`src/rtl/approx_mac_pkg.sv`:
```
// rtl/approx_mac_pkg.sv - shared types and saturation helper for the approximate MAC pipeline
package approx_mac_pkg;

  typedef enum logic {MODE_EXACT, MODE_APPROX} mac_mode_e;

  typedef enum logic {OUT_EMPTY, OUT_FULL} out_state_e;

  // Widest accumulator sum the overflow helper accepts (ACC_W up to 64, plus carry).
  localparam int SAT_SUM_W = 65;

  // True when the sum does not fit in acc_w bits, i.e. the result must be clamped.
  function automatic logic sat_overflow(input logic [SAT_SUM_W-1:0] sum, input int acc_w);
    return |(sum >> acc_w);
  endfunction

endpackage

```
`src/rtl/approx_mult.sv`:
```
// rtl/approx_mult.sv - combinational exact/approximate unsigned multiplier
module approx_mult
  import approx_mac_pkg::*;
#(
  parameter int WIDTH    = 4,
  parameter int APPROX_K = 2
) (
  input  logic [WIDTH-1:0]   a,
  input  logic [WIDTH-1:0]   b,
  input  logic               mode,
  output logic [2*WIDTH-1:0] p
);

  localparam int PW = 2 * WIDTH;

  logic [PW-1:0] hi_sum;
  logic [PW-1:0] lo_or;
  logic [PW-1:0] exact_p;

  // Partial-product array: high columns summed exactly, low columns OR-compressed with no carry out.
  always_comb begin
    hi_sum = '0;
    lo_or  = '0;
    for (int i = 0; i < WIDTH; i++) begin
      for (int j = 0; j < WIDTH; j++) begin
        if (i + j >= APPROX_K) begin
          hi_sum = hi_sum + (PW'(a[i] & b[j]) << (i + j));
        end else begin
          lo_or = lo_or | (PW'(a[i] & b[j]) << (i + j));
        end
      end
    end
    exact_p = PW'(a) * PW'(b);
  end

  // hi_sum has no bits below APPROX_K, so OR merges the two column groups.
  assign p = mode ? (hi_sum | lo_or) : exact_p;

endmodule

```
`src/rtl/approx_mac_pipe.sv`:
```
// rtl/approx_mac_pipe.sv - pipelined saturating dot-product MAC with per-beat approximate mode
module approx_mac_pipe
  import approx_mac_pkg::*;
#(
  parameter int WIDTH    = 4,
  parameter int ACC_W    = 16,
  parameter int APPROX_K = 2
) (
  input  logic             clk,
  input  logic             rst,
  input  logic             in_valid,
  output logic             in_ready,
  input  logic [WIDTH-1:0] in_a,
  input  logic [WIDTH-1:0] in_b,
  input  logic             in_mode,
  input  logic             in_last,
  output logic             out_valid,
  input  logic             out_ready,
  output logic [ACC_W-1:0] out_data,
  output logic             out_ovf
);

  localparam int PW = 2 * WIDTH;

  logic             stall;
  logic             s1_valid, s1_last;
  mac_mode_e        s1_mode;
  logic [WIDTH-1:0] s1_a, s1_b;
  logic [PW-1:0]    mult_p;
  logic             s2_valid, s2_last;
  logic [PW-1:0]    s2_prod;
  logic [ACC_W-1:0] acc;
  logic             sticky;
  logic [ACC_W:0]   sum;
  logic             sum_ovf;
  logic [ACC_W-1:0] sum_sat;
  logic             load_last;
  out_state_e       state, state_nxt;

  // A held, unaccepted result freezes the whole pipe; nothing collapses into bubbles.
  assign stall     = out_valid & ~out_ready;
  assign in_ready  = ~stall;
  assign out_valid = (state == OUT_FULL);
  assign load_last = ~stall & s2_valid & s2_last;

  // Stage 1: capture the operand beat.
  always_ff @(posedge clk) begin
    if (rst) begin
      s1_valid <= 1'b0;
      s1_last  <= 1'b0;
      s1_mode  <= MODE_EXACT;
      s1_a     <= '0;
      s1_b     <= '0;
    end else if (!stall) begin
      s1_valid <= in_valid;
      if (in_valid) begin
        s1_last <= in_last;
        s1_mode <= mac_mode_e'(in_mode);
        s1_a    <= in_a;
        s1_b    <= in_b;
      end
    end
  end

  approx_mult #(
    .WIDTH    (WIDTH),
    .APPROX_K (APPROX_K)
  ) u_mult (
    .a    (s1_a),
    .b    (s1_b),
    .mode (s1_mode == MODE_APPROX),
    .p    (mult_p)
  );

  // Stage 2: register the product.
  always_ff @(posedge clk) begin
    if (rst) begin
      s2_valid <= 1'b0;
      s2_last  <= 1'b0;
      s2_prod  <= '0;
    end else if (!stall) begin
      s2_valid <= s1_valid;
      if (s1_valid) begin
        s2_last <= s1_last;
        s2_prod <= mult_p;
      end
    end
  end

  // Saturating add of the product into the running dot product.
  always_comb begin
    sum     = {1'b0, acc} + (ACC_W + 1)'(s2_prod);
    sum_ovf = sat_overflow(SAT_SUM_W'(sum), ACC_W);
    sum_sat = sum_ovf ? '1 : sum[ACC_W-1:0];
  end

  // Stage 3: accumulate; a last beat publishes the result and restarts the accumulator cleanly.
  always_ff @(posedge clk) begin
    if (rst) begin
      acc      <= '0;
      sticky   <= 1'b0;
      out_data <= '0;
      out_ovf  <= 1'b0;
    end else if (!stall && s2_valid) begin
      if (s2_last) begin
        out_data <= sum_sat;
        out_ovf  <= sticky | sum_ovf;
        acc      <= '0;
        sticky   <= 1'b0;
      end else begin
        acc      <= sum_sat;
        sticky   <= sticky | sum_ovf;
      end
    end
  end

  // Output holding register state.
  always_ff @(posedge clk) begin
    if (rst) begin
      state <= OUT_EMPTY;
    end else begin
      state <= state_nxt;
    end
  end

  // FULL drains on acceptance unless a new result lands in the same cycle.
  always_comb begin
    state_nxt = state;
    case (state)
      OUT_EMPTY: if (load_last) state_nxt = OUT_FULL;
      OUT_FULL:  if (!stall) state_nxt = load_last ? OUT_FULL : OUT_EMPTY;
      default:   state_nxt = OUT_EMPTY;
    endcase
  end

endmodule

```
`config.mk`:
```
export PLATFORM = sky130hd
export DESIGN_NAME = approx_mac_pipe
export DESIGN_NICKNAME = d
export VERILOG_FILES = /design/src/rtl/approx_mac_pkg.sv /design/src/rtl/approx_mult.sv /design/src/rtl/approx_mac_pipe.sv
export SDC_FILE = /design/constraint.sdc
export NUM_CORES = 1
export LEC_CHECK = 0
export BUFFER_PORTS_ARGS = -buffer_cell sky130_fd_sc_hd__buf_2
export CORE_ASPECT_RATIO = 1.5
export CORE_MARGIN = 2
export CORE_UTILIZATION = 60
export CTS_CLUSTER_SIZE = 25
export DETAILED_ROUTE_END_ITERATION = 6
export PLACE_DENSITY = 0.81
export REMOVE_ABC_BUFFERS = 1
export SLEW_MARGIN = 20
export SYNTH_ARGS = -nofsm -noshare
export SYNTH_HDL_FRONTEND = slang
export SYNTH_SLANG_ARGS = --single-unit
```
`constraint.sdc`:
```
create_clock -name clk -period 9.1 [get_ports clk]
set_clock_uncertainty 0.2 [all_clocks]
set_input_delay 1.82 -clock clk [delete_from_list [all_inputs] [get_ports clk]]
set_output_delay 1.82 -clock clk [all_outputs]
set_load 0.03 [all_outputs]
```
**Word level (Yosys, flattened, before mapping)**

Index checks and enable logic that the tools add are counted.

- Register bits after elaboration: 56
- Logic and storage cells: 65
- Output and inout bits: 19
- Input bits: 14

- Mux-type cells: 7
- Reduce and logical (&&, ||, !) cells: 5
- $mul: 1
- $add $sub $neg: 13
- Bitwise operators: 26

Operators by type and width:

| kind | count |
|---|---|
| $add A8 B8 Y8 | 11 |
| $mux W16 | 2 |
| $or A8 B8 Y8 | 3 |
| $and A1 B1 Y1 | 19 |
| $add A16 B8 Y17 | 1 |
| $add A8 B7 Y8 | 1 |
| $mul A4 B4 Y8 | 1 |
| $mux W8 | 1 |
| $reduce_and A2 Y1 | 3 |
| $mux W1 | 3 |
| $not A1 Y1 | 3 |
| $pmux W1 S2 | 1 |
| $logic_and A1 B1 Y1 | 1 |
| $logic_not A1 Y1 | 1 |
| $or A1 B1 Y1 | 1 |

**Logic depth before layout (Yosys ltp)**

Gate-level depths: netlist of the first run.

- Depth in word-level cells: 15
- Depth in mapped cells: 11
- Gate-level depth less buffers: 11

**Hierarchy**

Synthesis of the first run repeated with hierarchy kept, for this count alone.

- Cell total of the unflattened synthesis: 388
- Area total of the unflattened synthesis: 3296.9 µm²

Modules (own cells, without submodules):

| module | cells each | instances | seq. area each (µm²) | area an instance (µm²) |
|---|---|---|---|---|
| approx_mac_pipe | 299 | 1 | 1121.1 | 2529.9 |
| approx_mult | 89 | 1 | 0.0 | 767.0 |

**Worst setup path after synthesis of the first run**

No wires, ideal clock.

- Path type: in2out
- Start: in out_ready
- End: out in_ready
- Setup slack: 4.813 ns
- Stages on the path: 2
- Data required time: 7.080 ns
- Arrival time: 2.267 ns
- Buffers on the path: 0
- Cells stage by stage: nor2b_2 -> clkinv_1

- Longest elaborated chain between the ends: 3

RTL lines:

| item | RTL line | RTL |
|---|---|---|
| from (decl) | approx_mac_pipe.sv:18 | `input logic out_ready,` |
| $not A1 Y1 | approx_mac_pipe.sv:41 | `assign stall = out_valid & ~out_ready;` |
| $and A1 B1 Y1 | approx_mac_pipe.sv:41 |  |
| $not A1 Y1 (no line) | - |  |
| to (decl) | approx_mac_pipe.sv:12 | `output logic in_ready,` |

Every way passes these cells.

**Worst setup path after layout of the first run**

Same ends and word-level chain as after synthesis.

==> summary.md, run 1 <==
In the final layout, flip-flops and latches occupy 1120 um2. Highest cell delay on the worst timing path: 0.25 ns. Among all stages on the critical path, the largest delay is contributed by sky130_fd_sc_hd__buf_2.

The tools report the total power consumption of the routed design as 0.432 mW. The detailed router placed 3052 vias in this run. The flow ran to the end, and the final reports show no timing, DRC or antenna violations. The count of unresolved DRC violations after routing was 0; the per-cell routed wire length was 14.3 um. For the number of nets in the layout, the log shows 484. Routability-driven placement finished with a final weighted congestion of 0.916. The run gives 0 as the number of max-cap violations. The post-DP HPWL is 5620 um, and the synthesized area is 3390 um2.

For the effective utilization at floorplan, the log shows 0.622. The run gives 0 as the number of endpoints with negative hold slack in the final report. The overall die width came out at 65.4 um. STA classifies the critical path endpoint as an output pin. Once layout is complete, the cells apart from fillers number 506.

The synthesized area per cell was 8.20 um2; the number of instances in the placed design was 498. The H-tree level count was 2; the violation count after the first detailed-routing iteration was 207. Setup repair after global routing left no endpoint under its margin.

The first global-routing pass estimated 12200 um of wire. The number of global-route vias before repair is 2844. Startpoint-to-endpoint class of the critical path: in -> out. The number of different library cells used by synthesis comes to 59.

The maximum fanout encountered on the critical timing path is 10. In the synthesized netlist the dominant register cell turns out to be sky130_fd_sc_hd__dfxtp_1. The run gives 0.670 as the final cell utilization of the core. The count of input and output buffers was 32; the worst-margin pin slew was 0.843 ns. The CTS clock-pin slew for the worst setup and hold paths is 0.11 ns, and the sequential element share of the synthesized area is 0.331. The post-cts hold buffer count is 0. Together, buffers and inverters on the worst path number 3.

The number of max-slew violations in the final report was 0. The sum of routed wire length over all layers was 7240 um; the count of flip-flops with a built-in enable after synthesis was 0. Once detail routing completed, the nets flagged for antenna violations numbered 0. The tools report the root buffer cell as sky130_fd_sc_hd__clkbuf_8. The total CTS buffers is 5, and the share of synthesized registers carrying an async set or reset is 0. Data on the critical path arrives at its endpoint at 2.53 ns. The logs give 3560 um2 for the standard cell area after detailed placement and 0 for the leftover overflow at the end of global routing. The worst path needs 4.55 ns of the cycle, external delays included.

Leaving out fill and tap cells, the most frequent cells in the layout are sky130_fd_sc_hd__nand2_1 (78), sky130_fd_sc_hd__dfxtp_1 (56), sky130_fd_sc_hd__o21ai_0 (35). Traced cell by cell, the critical path runs through buf_2, nor2b_2, clkinv_1, buf_2. Among the stages of the critical path, the cell type that occurs most often is sky130_fd_sc_hd__buf_2. The tools report the kind of start point of the critical path as a primary input. For the highest clock frequency the design can meet, the log shows 0.220 GHz.

Leakage power total: 1.62 nW. The run gives 2110 um2 as the area taken by multi-input logic gates. The tools report the worst relative slew slack as 0.438.

The via density per instance is 6.03. The maximum resistive drop on vdd was 122 uV; the post-route cell area was 3650 um2. The fraction of the cycle the final worst path needs works out to 0.500. The number of filler cells placed in the layout is 484, and the growth of design area from synthesis to finish is 7.83%.

The kind of path behind the tightest hold check is reg -> reg. The number of I/O pins was 33; the overall die height was 96.0 um. The tools report the clock net sink count as 56. The maximum clock insertion buffer count came out at 2. Final hold analysis gives a worst-case slack of 0.239 ns. After synthesis the netlist holds a flip-flop and latch count of 56. The site row count is 33.

Leaving out fill and tap cells, the most frequent cell in the layout is sky130_fd_sc_hd__nand2_1. During synthesis, Yosys emitted a total of 0 warnings. Final sum of negative setup slack: 0 ns. The required time at the worst-slack endpoint was 7.08 ns; the area of the die was 6280 um2. For the number of detailed-route iterations in the first pass, the log shows 4. Once the clock tree was built, the setup fixing pass inserted 0 buffers. Setup violations remaining at the end of the flow were counted as 0. The layout cell share with drive strength beyond 1 is 0.117. The clock latency at the later pin of the worst-skew pair is 0.31 ns. The logs give 0.244 for the total global routing track utilization and 4000 um for the routed length on met2.

The met1 routed wirelength after detailed routing was 2830 um. The highest metal layer with signal wires was met4. The power density over the cells was 118 nW/um2; the worst setup slack after layout was 4.55 ns. Timing analysis after detailed placement gives a worst setup slack of 4.56 ns. The initial antenna violation count came out at 0. In this run, post-CTS repair resized a total of 0 instances. The count of mapped cells out of synthesis is 413. TritonCTS built the clock tree. Entering global routing, the biggest net connects 27 pins.

0 antenna diodes ended up in the layout. The logs give 248 um for the met3 wire length and 5450 um2 for the area of the core region. The cell family contributing the most delay on the critical path was buffers and inverters.
[worst min-delay path: stages (launching register included)]
cell                      delay [ns]
sky130_fd_sc_hd__dfxtp_1        0.32
sky130_fd_sc_hd__nand2_1        0.05
sky130_fd_sc_hd__nand2_1        0.04
[power breakdown]
group | internal, mW | total [mW] | switching [mW]
registers | 0.250 | 0.255 | 0.00519
clock network | 0.0554 | 0.140 | 0.0847
logic | 0.0134 | 0.0365 | 0.0232
total | 0.319 | 0.432 | 0.113
[registers in the layout, summed over array words and instances (netlist names)]
| signal | count |
|---|---|
| s1_last | 1 |
| s1_valid | 1 |
| acc | 16 |
| s2_valid | 1 |
| s1_mode | 1 |
| sticky | 1 |
| s1_b | 4 |
| s2_last | 1 |
| out_data | 16 |
| out_valid | 1 |
| s2_prod | 8 |
| out_ovf | 1 |
| s1_a | 4 |
[cell families after synthesis]
| family | synth area share |
|---|---|
| AO/OA/AOI/OAI | 0.225 |
| XOR/XNOR | 0.0129 |
| adder cells (fa/ha/maj) | 0.149 |
| buffers and inverters | 0.0450 |
| flip-flops | 0.331 |
| multiplexers | 0.0148 |
| AND/OR/NAND/NOR | 0.223 |
[final cells by class]
class,instances,area share
timing repair buffer,32,0.0438
tap,70,0.0240
multi-input combinational,319,0.579
sequential,56,0.307
clock inverter,3,0.00616
inverter,21,0.0216
clock buffer,5,0.0188
[synth_stat cells, types with 3 or more instances]
master                      number  area, um2
sky130_fd_sc_hd__a22oi_1         5       37.5
sky130_fd_sc_hd__clkbuf_1       13       48.8
sky130_fd_sc_hd__ha_1           26        325
sky130_fd_sc_hd__and3_1          3       18.8
sky130_fd_sc_hd__nand3_1        11       55.1
sky130_fd_sc_hd__nor3_1          5       25.0
sky130_fd_sc_hd__nand2b_1        3       18.8
sky130_fd_sc_hd__a31oi_1         4       25.0
sky130_fd_sc_hd__and2_1         13       81.3
sky130_fd_sc_hd__a21oi_1        32        160
sky130_fd_sc_hd__o2111ai_1       4       35.0
sky130_fd_sc_hd__fa_1            9        180
sky130_fd_sc_hd__nand2_1        78        293
sky130_fd_sc_hd__o21ai_0        35        175
sky130_fd_sc_hd__inv_1          20       75.1
sky130_fd_sc_hd__nand4_1         3       18.8
sky130_fd_sc_hd__or3_1           3       18.8
sky130_fd_sc_hd__xnor2_1         5       43.8
sky130_fd_sc_hd__a211oi_1        9       67.6
sky130_fd_sc_hd__dfxtp_1        56       1120
sky130_fd_sc_hd__o211ai_1        7       52.6
sky130_fd_sc_hd__a21o_1          5       37.5
sky130_fd_sc_hd__mux2i_1         5       50.1
sky130_fd_sc_hd__nor2_1         14       52.6
[per-layer routing]
layer | track usage | vias up
met5 | 0 | -
met4 | 0.0833 | 0
met3 | 0.0269 | 13
met2 | 0.499 | 70
met1 | 0.249 | 1446
li1 | - | 1523
[worst paths after layout]
| kind | from | endpoint | slack [ns] | depth (start not counted) |
|---|---|---|---|---|
| worst min register to register | out_ovf | out_ovf | 0.24 | 2 |
| worst max register to register | s1_a[0] | s2_prod[7] | 5.72 | 11 |
| worst max-delay path | out_ready | in_ready | 4.55 | 4 |
| worst min-delay path | out_ovf | out_ovf | 0.24 | 2 |
Note: power is estimated with default switching activity, not from simulation.
==> run 2: changes to the inputs <==
Settings changed: CORE_UTILIZATION 60 to 59, PLACE_DENSITY 0.81 to 0.8.
Clock period 9.1 ns to 4.3 ns, I/O delays scaled along.
==> run 2 against run 1 <==
First-iteration DRC count increased by 21%. Largest power group unchanged. Critical endpoint is now s2_prod[7]. Sequential share of layout area barely moved. Worst hold slack improved by 0.010 ns. Clock power up 110%. Utilization down 0.55 points.
==> summary.md, run 2 (same netlist as run 1, synthesis figures left out) <==
The total CTS buffers is 5 (unchanged). Highest-delay cell along the critical path: sky130_fd_sc_hd__fa_1 (was sky130_fd_sc_hd__buf_2). The run finished with clean final reports.

The maximum resistive drop on vdd was 183 uV (was 122 uV). The via density per instance is 6.00 (was 6.03). The arrival time of the worst setup path is 3.48 ns (was 2.53 ns), and the number of endpoints with negative hold slack in the final report is 0 (unchanged). The clock net sink count came out at 56 (unchanged). Total vias in the final route: 3036 (was 3052).

The tools report the H-tree level count as 2 (unchanged). TritonCTS built the clock tree. The tools report the capture instance of the worst register-to-register path as s2_prod[7] (unchanged). Site row count: 33 (unchanged).

The layout cell share with drive strength beyond 1 came out at 0.115 (was 0.117). The type of destination of the critical path was a register (was an output pin). For the number of max-slew violations in the final report, the log shows 0 (unchanged). The run gives 0.617 (was 0.622) as the effective utilization at floorplan.

The routability congestion estimate from global placement was 0.883 (was 0.916); the count of unresolved DRC violations after routing was 0 (unchanged). The growth of design area from synthesis to finish is 7.75% (was 7.83%), and the worst relative slew slack is 0.444 (was 0.438). The number of global-route vias before repair is 2997 (was 2844). Diode insertion count for antenna repair: 0 (unchanged). For the initial antenna violation count, the log shows 0 (unchanged).

The overall die height is 96.8 um (was 96.0 um). The tools report the maximum number of pins on one net before global-route repair as 27 (unchanged). Commonest cells after routing, fill and taps aside: sky130_fd_sc_hd__nand2_1 (78), sky130_fd_sc_hd__dfxtp_1 (56), sky130_fd_sc_hd__o21ai_0 (35) (unchanged). Kind of path behind the tightest hold check: reg -> reg (unchanged). For the number of gates resized after cts, the log shows 0 (unchanged). Based on the critical path, the design can be clocked at up to 0.290 GHz.

The run gives 484 (unchanged) as the number of nets in the layout. The tools report the register-to-register setup slack as 0.86 ns (was 5.72 ns). Setup repair after global routing left no endpoint under its margin. Worst-margin pin slew: 0.834 ns (was 0.843 ns).

After layout, the minimum clock period comes to 3.44 ns. The CTS clock-pin slew for the worst setup and hold paths was 0.11 ns (about the same). Kind of start point of the critical path: a register (was a primary input). The per-cell routed wire length was 14.9 um (was 14.3 um); the number of I/O pins was 33 (unchanged). The number of filler cells placed in the layout is 483 (was 484), and the length in cells of the worst reg-to-reg path is 11 (unchanged). The post-CTS setup buffer count was 0 (unchanged).

Top Registers: acc: 16 flops, out_data: 16 flops, s2_prod: 8 flops (unchanged). The number of nets with antenna violations after detailed routing was 0 (unchanged). The final setup violation count was 0 (unchanged); the fraction of the cycle the final worst path needs was 0.801. The root buffer cell is sky130_fd_sc_hd__clkbuf_8 (unchanged). The count of input and output buffers came out at 32 (unchanged). The tools report the critical register-to-register path startpoint as s1_a[0] (unchanged). The number of detailed-route iterations in the first pass came out at 4 (unchanged). The maximum clock insertion buffer count came out at 2 (unchanged). The leftover overflow at the end of global routing was 0 (unchanged); the post-DP HPWL was 5750 um (was 5620 um).

Cells along the critical path: and2_1, inv_1, fa_1, inv_1, fa_1, ha_1, a211oi_1, o21bai_1, a211oi_1, o21ai_0, a31oi_1 (was buf_2, nor2b_2, clkinv_1, buf_2). The tools report the leakage power total as 1.62 nW (about the same). For the number of max-cap violations, the log shows 0 (unchanged).

The first-pass GRT wire length was 13000 um (was 12200 um); the clock latency at the later pin of the worst-skew pair was 0.32 ns (was 0.31 ns). For the number of instances in the placed design, the log shows 498 (unchanged). Total global routing track utilization: 0.252 (was 0.244). The maximum fanout encountered on the critical timing path was 5 (was 10); the number of non-filler instances in the completed layout was 506 (unchanged). The tools report the timing endpoint of the critical path as s2_prod[7] (was in_ready).

The startpoint-to-endpoint class of the critical path is reg -> reg (was in -> out). The overall die width is 65.9 um (was 65.4 um), and the violation count after the first detailed-routing iteration is 250 (was 207). The post-cts hold buffer count came out at 0 (unchanged).

The final sum of negative setup slack is 0 ns (unchanged). The tools report the launching element of the worst setup path as s1_a[0] (was out_ready). The power density over the cells is 251 nW/um2 (was 118 nW/um2), and the highest cell delay on the worst timing path is 0.53 ns (was 0.25 ns).

The area of the core region came out at 5490 um2 (was 5450 um2). Final cell utilization of the core: 0.665 (was 0.670). The leading cell type in the layout, fill and taps excluded was sky130_fd_sc_hd__nand2_1 (unchanged).

The area of the die is 6380 um2 (was 6280 um2). The sum of routed wire length over all layers is 7550 um (was 7240 um). Required time at the worst-slack endpoint: 4.34 ns (was 7.08 ns).
run 2: final cells by class:
class / count / area (um2) / area share
tap: 70 / 87.6 / 0.0240
multi-input combinational: 319 / 2110 / 0.579
sequential: 56 / 1120 / 0.307
timing repair buffer: 32 / 160 / 0.0439
clock inverter: 2 / 16.3 / 0.00446
clock buffer: 6 / 72.6 / 0.0199
inverter: 21 / 78.8 / 0.0216
run 2: metrics by stage:
stage	power (mW)	hold WS (ns)	area [um2]	worst slack, ns
after floorplan	0.602	0.226	3310	1.17
after global placement	0.627	0.219	3560	1.04
after detailed placement	0.629	0.237	3560	0.905
after CTS	0.915	0.257	3650	0.873
after global routing	0.954	0.268	3650	0.648
final	0.915	0.249	3650	0.857
run 2: worst min-delay path by stage:
stage / cells past startpoint / slack (ns) / to / start
2_1_floorplan: 2 / 0.23 / s2_last / s1_last
3_3_place_gp: 2 / 0.22 / out_ovf / out_ovf
3_5_place_dp: 2 / 0.24 / out_data[8] / out_data[8]
4_1_cts: 2 / 0.26 / out_ovf / out_ovf
5_1_grt: 2 / 0.27 / out_ovf / out_ovf
6_report: 2 / 0.25 / out_ovf / out_ovf
run 2: worst max-delay path: cells and delay by family (launching register included):
family / cells / cell delay, ns
adders and majority gates: 3 / 1.40
DFF: 1 / 0.40
buffers and inverters: 2 / 0.13
AOI/OAI and AO/OA: 5 / 1.05
and+or+nand+nor: 1 / 0.20
run 2: metal layers:
metal / vias up / part of all wire / global-route usage
li1: 1516 / - / -
met1: 1434 / 0.39 / 0.261
met2: 72 / 0.56 / 0.497
met3: 14 / 0.033 / 0.0279
met4: 0 / 0.022 / 0.0849
met5: - / 0 / 0
run 2: power by group:
group / internal [mW] / total (mW) / leakage [nW] / switching [mW]
sequential: 0.529 / 0.540 / 0.454 / 0.0108
clock: 0.117 / 0.296 / 0.0414 / 0.179
combinational: 0.0286 / 0.0791 / 1.12 / 0.0505
total: 0.674 / 0.915 / 1.62 / 0.241
==> run 3: changes to the inputs <==
Clock period 4.3 ns to 3.6 ns, I/O delays scaled along.
==> run 3 against run 2 <==
Wire length fell by 2.3%. Cell count rose by 0.20%. Combinational power is 19% higher. Critical path depth stayed put. Highest routed layer unchanged. Die area unchanged.
==> summary.md, run 3 (same netlist as run 1, synthesis figures left out) <==
The maximum resistive drop on vdd was 237 uV (was 183 uV). The number of gates resized after cts was 0 (unchanged). The total vias in the final route came out at 3017 (was 3036). The switching fraction of total power was 0.239 (was 0.263); the area of the core region was 5490 um2 (unchanged). The count of unresolved DRC violations after routing was 0 (unchanged).

The run gives 0 (unchanged) as the initial antenna violation count. The run gives 3.58 ns (was 4.34 ns) as the required time at the worst-slack endpoint. Met3 wire length: 192 um (was 249 um).

The number of I/O pins is 33 (unchanged), and the maximum number of pins on one net before global-route repair is 27 (unchanged). The run finished with clean final reports. The shortest clock period the worst path allows after layout is 3.30 ns (was 3.44 ns). The fraction of the cycle the final worst path needs came out at 0.917 (was 0.801).

Kind of start point of the critical path: a register (unchanged). The run gives 0 (unchanged) as the number of max-slew violations in the final report. For the worst setup slack after layout, the log shows 0.299 ns (was 0.857 ns). The clock latency at the later pin of the worst-skew pair was 0.31 ns (was 0.32 ns). The first-pass GRT wire length is 12300 um (was 13000 um). The internal power consumption was 0.874 mW (was 0.674 mW); the violation count after the first detailed-routing iteration was 199 (was 250). Commonest cells after routing, fill and taps aside: sky130_fd_sc_hd__nand2_1 (78), sky130_fd_sc_hd__dfxtp_1 (56), sky130_fd_sc_hd__o21ai_0 (35) (unchanged).

The tools report the met1 routed wirelength after detailed routing as 2870 um (was 2940 um). The routed length on met2 is 4170 um (was 4200 um). The kind of path behind the tightest hold check was reg -> reg (unchanged).

Effective utilization at floorplan: 0.617 (unchanged). The maximum fanout encountered on the critical timing path was 5 (unchanged); the reported net switching power was 0.274 mW (was 0.241 mW). The number of global-route vias before repair came out at 2874 (was 2997). Setup repair after global routing left no endpoint under its margin. The arrival time of the worst setup path came out at 3.28 ns (was 3.48 ns).

For the H-tree level count, the log shows 2 (unchanged). The overall die width was 65.9 um (unchanged); the combinational group share of total power was 0.082 (was 0.087). The post-CTS setup buffer count was 0 (unchanged). The tools report the routability congestion estimate from global placement as 0.881 (was 0.883). The leading cell type in the layout, fill and taps excluded is sky130_fd_sc_hd__nand2_1 (unchanged).

The number of max-cap violations came out at 0 (unchanged). The setup slack at placement came out at 0.192 ns (was 0.905 ns). The highest metal layer with signal wires is met4 (unchanged).

The tools report the type of destination of the critical path as a register (unchanged). The run gives 0 (unchanged) as the post-cts hold buffer count. The growth of design area from synthesis to finish is 8.83% (was 7.75%), and the clock net sink count is 56 (unchanged). For the final worst hold slack, the log shows 0.240 ns (was 0.249 ns). The site row count is 33 (unchanged).

The worst relative slew slack is 0.607 (was 0.444), and the layout cell share with drive strength beyond 1 is 0.121 (was 0.115). The total global routing track utilization is 0.240 (was 0.252). Number of nets with antenna violations after detailed routing: 0 (unchanged). The power density over the cells came out at 311 nW/um2 (was 251 nW/um2).

The post-DP HPWL is 5700 um (was 5750 um), and the register share of total power is 0.561 (was 0.590). The logs give 7380 um (was 7550 um) for the sum of routed wire length over all layers and 0.303 GHz (was 0.290 GHz) for the highest clock frequency the design can meet. The leftover overflow at the end of global routing came out at 0 (unchanged). The count of input and output buffers was 32 (unchanged). For the diode insertion count for antenna repair, the log shows 0 (unchanged). The per-cell routed wire length was 14.5 um (was 14.9 um); the area of the die was 6380 um2 (unchanged). The number of detailed-route iterations in the first pass came out at 4 (unchanged). The startpoint-to-endpoint class of the critical path was reg -> reg (unchanged).

The maximum clock insertion buffer count was 2 (unchanged); the number of endpoints with negative hold slack in the final report was 0 (unchanged). The worst-margin pin slew came out at 0.588 ns (was 0.834 ns). Top Registers: acc: 16 flops, out_data: 16 flops, s2_prod: 8 flops (unchanged). Leakage power total: 1.64 nW (was 1.62 nW). The run gives 0 (unchanged) as the final setup violation count. The CTS clock-pin slew for the worst setup and hold paths works out to 0.10 ns (was 0.11 ns). TritonCTS built the clock tree.

Final sum of negative setup slack: 0 ns (unchanged). The tools report the total CTS buffers as 5 (unchanged). The tools report the root buffer cell as sky130_fd_sc_hd__clkbuf_8 (unchanged). The via density per instance was 5.95 (was 6.00); the clock power share was 0.356 (was 0.324). The overall die height came out at 96.8 um (unchanged).

The number of nets in the layout was 485 (was 484).
run 3: metrics by stage:
step | instances | util | instance area (um2) | power [mW]
after floorplan | 396 | - | 3310 | 0.719
after global routing | 507 | 0.671 | 3690 | 1.19
final | 507 | 0.671 | 3690 | 1.15
after detailed placement | 499 | 0.650 | 3570 | 0.752
after global placement | 499 | 0.650 | 3570 | 0.749
after CTS | 507 | 0.670 | 3680 | 1.15
run 3: routing by layer:
layer | track usage | up-vias
li1 | - | 1517
met1 | 0.248 | 1431
met2 | 0.472 | 56
met3 | 0.0291 | 13
met4 | 0.0801 | 0
met5 | 0 | -
run 3: area by class of cell:
class | instances | area [um2]
Clock buffer | 6 | 72.6
Clock inverter | 2 | 35.0
Fill cell | 471 | 1800
Inverter | 21 | 78.8
Multi-Input combinational cell | 319 | 2120
Sequential cell | 56 | 1120
Tap cell | 70 | 87.6
Timing Repair Buffer | 33 | 168
run 3: final timing paths:
check | from | to | slack, ns | depth (start not counted)
setup / recovery | s1_a[0] | s2_prod[7] | 0.30 | 11
hold / removal | out_ovf | out_ovf | 0.24 | 2
setup reg to reg | s1_a[0] | s2_prod[7] | 0.30 | 11
hold reg to reg | out_ovf | out_ovf | 0.24 | 2
run 3: critical path: stages (launching register included):
cell	delay [ns]
sky130_fd_sc_hd__dfxtp_1	0.41
sky130_fd_sc_hd__and2_1	0.22
sky130_fd_sc_hd__inv_1	0.08
sky130_fd_sc_hd__fa_1	0.53
sky130_fd_sc_hd__inv_1	0.05
sky130_fd_sc_hd__fa_1	0.52
sky130_fd_sc_hd__ha_1	0.35
sky130_fd_sc_hd__a211oi_2	0.24
sky130_fd_sc_hd__o21bai_1	0.12
sky130_fd_sc_hd__a211oi_2	0.25
sky130_fd_sc_hd__or3_1	0.14
sky130_fd_sc_hd__a31oi_1	0.07
run 3: power by group through the flow:
stage / combinational, mW / sequential (mW) / clock (mW)
after floorplan: 0.0643 / 0.655 / 0
after global placement: 0.0912 / 0.658 / 0
after detailed placement: 0.0936 / 0.659 / 0
after CTS: 0.0946 / 0.644 / 0.414
after global routing: 0.107 / 0.647 / 0.439
final: 0.0942 / 0.644 / 0.409
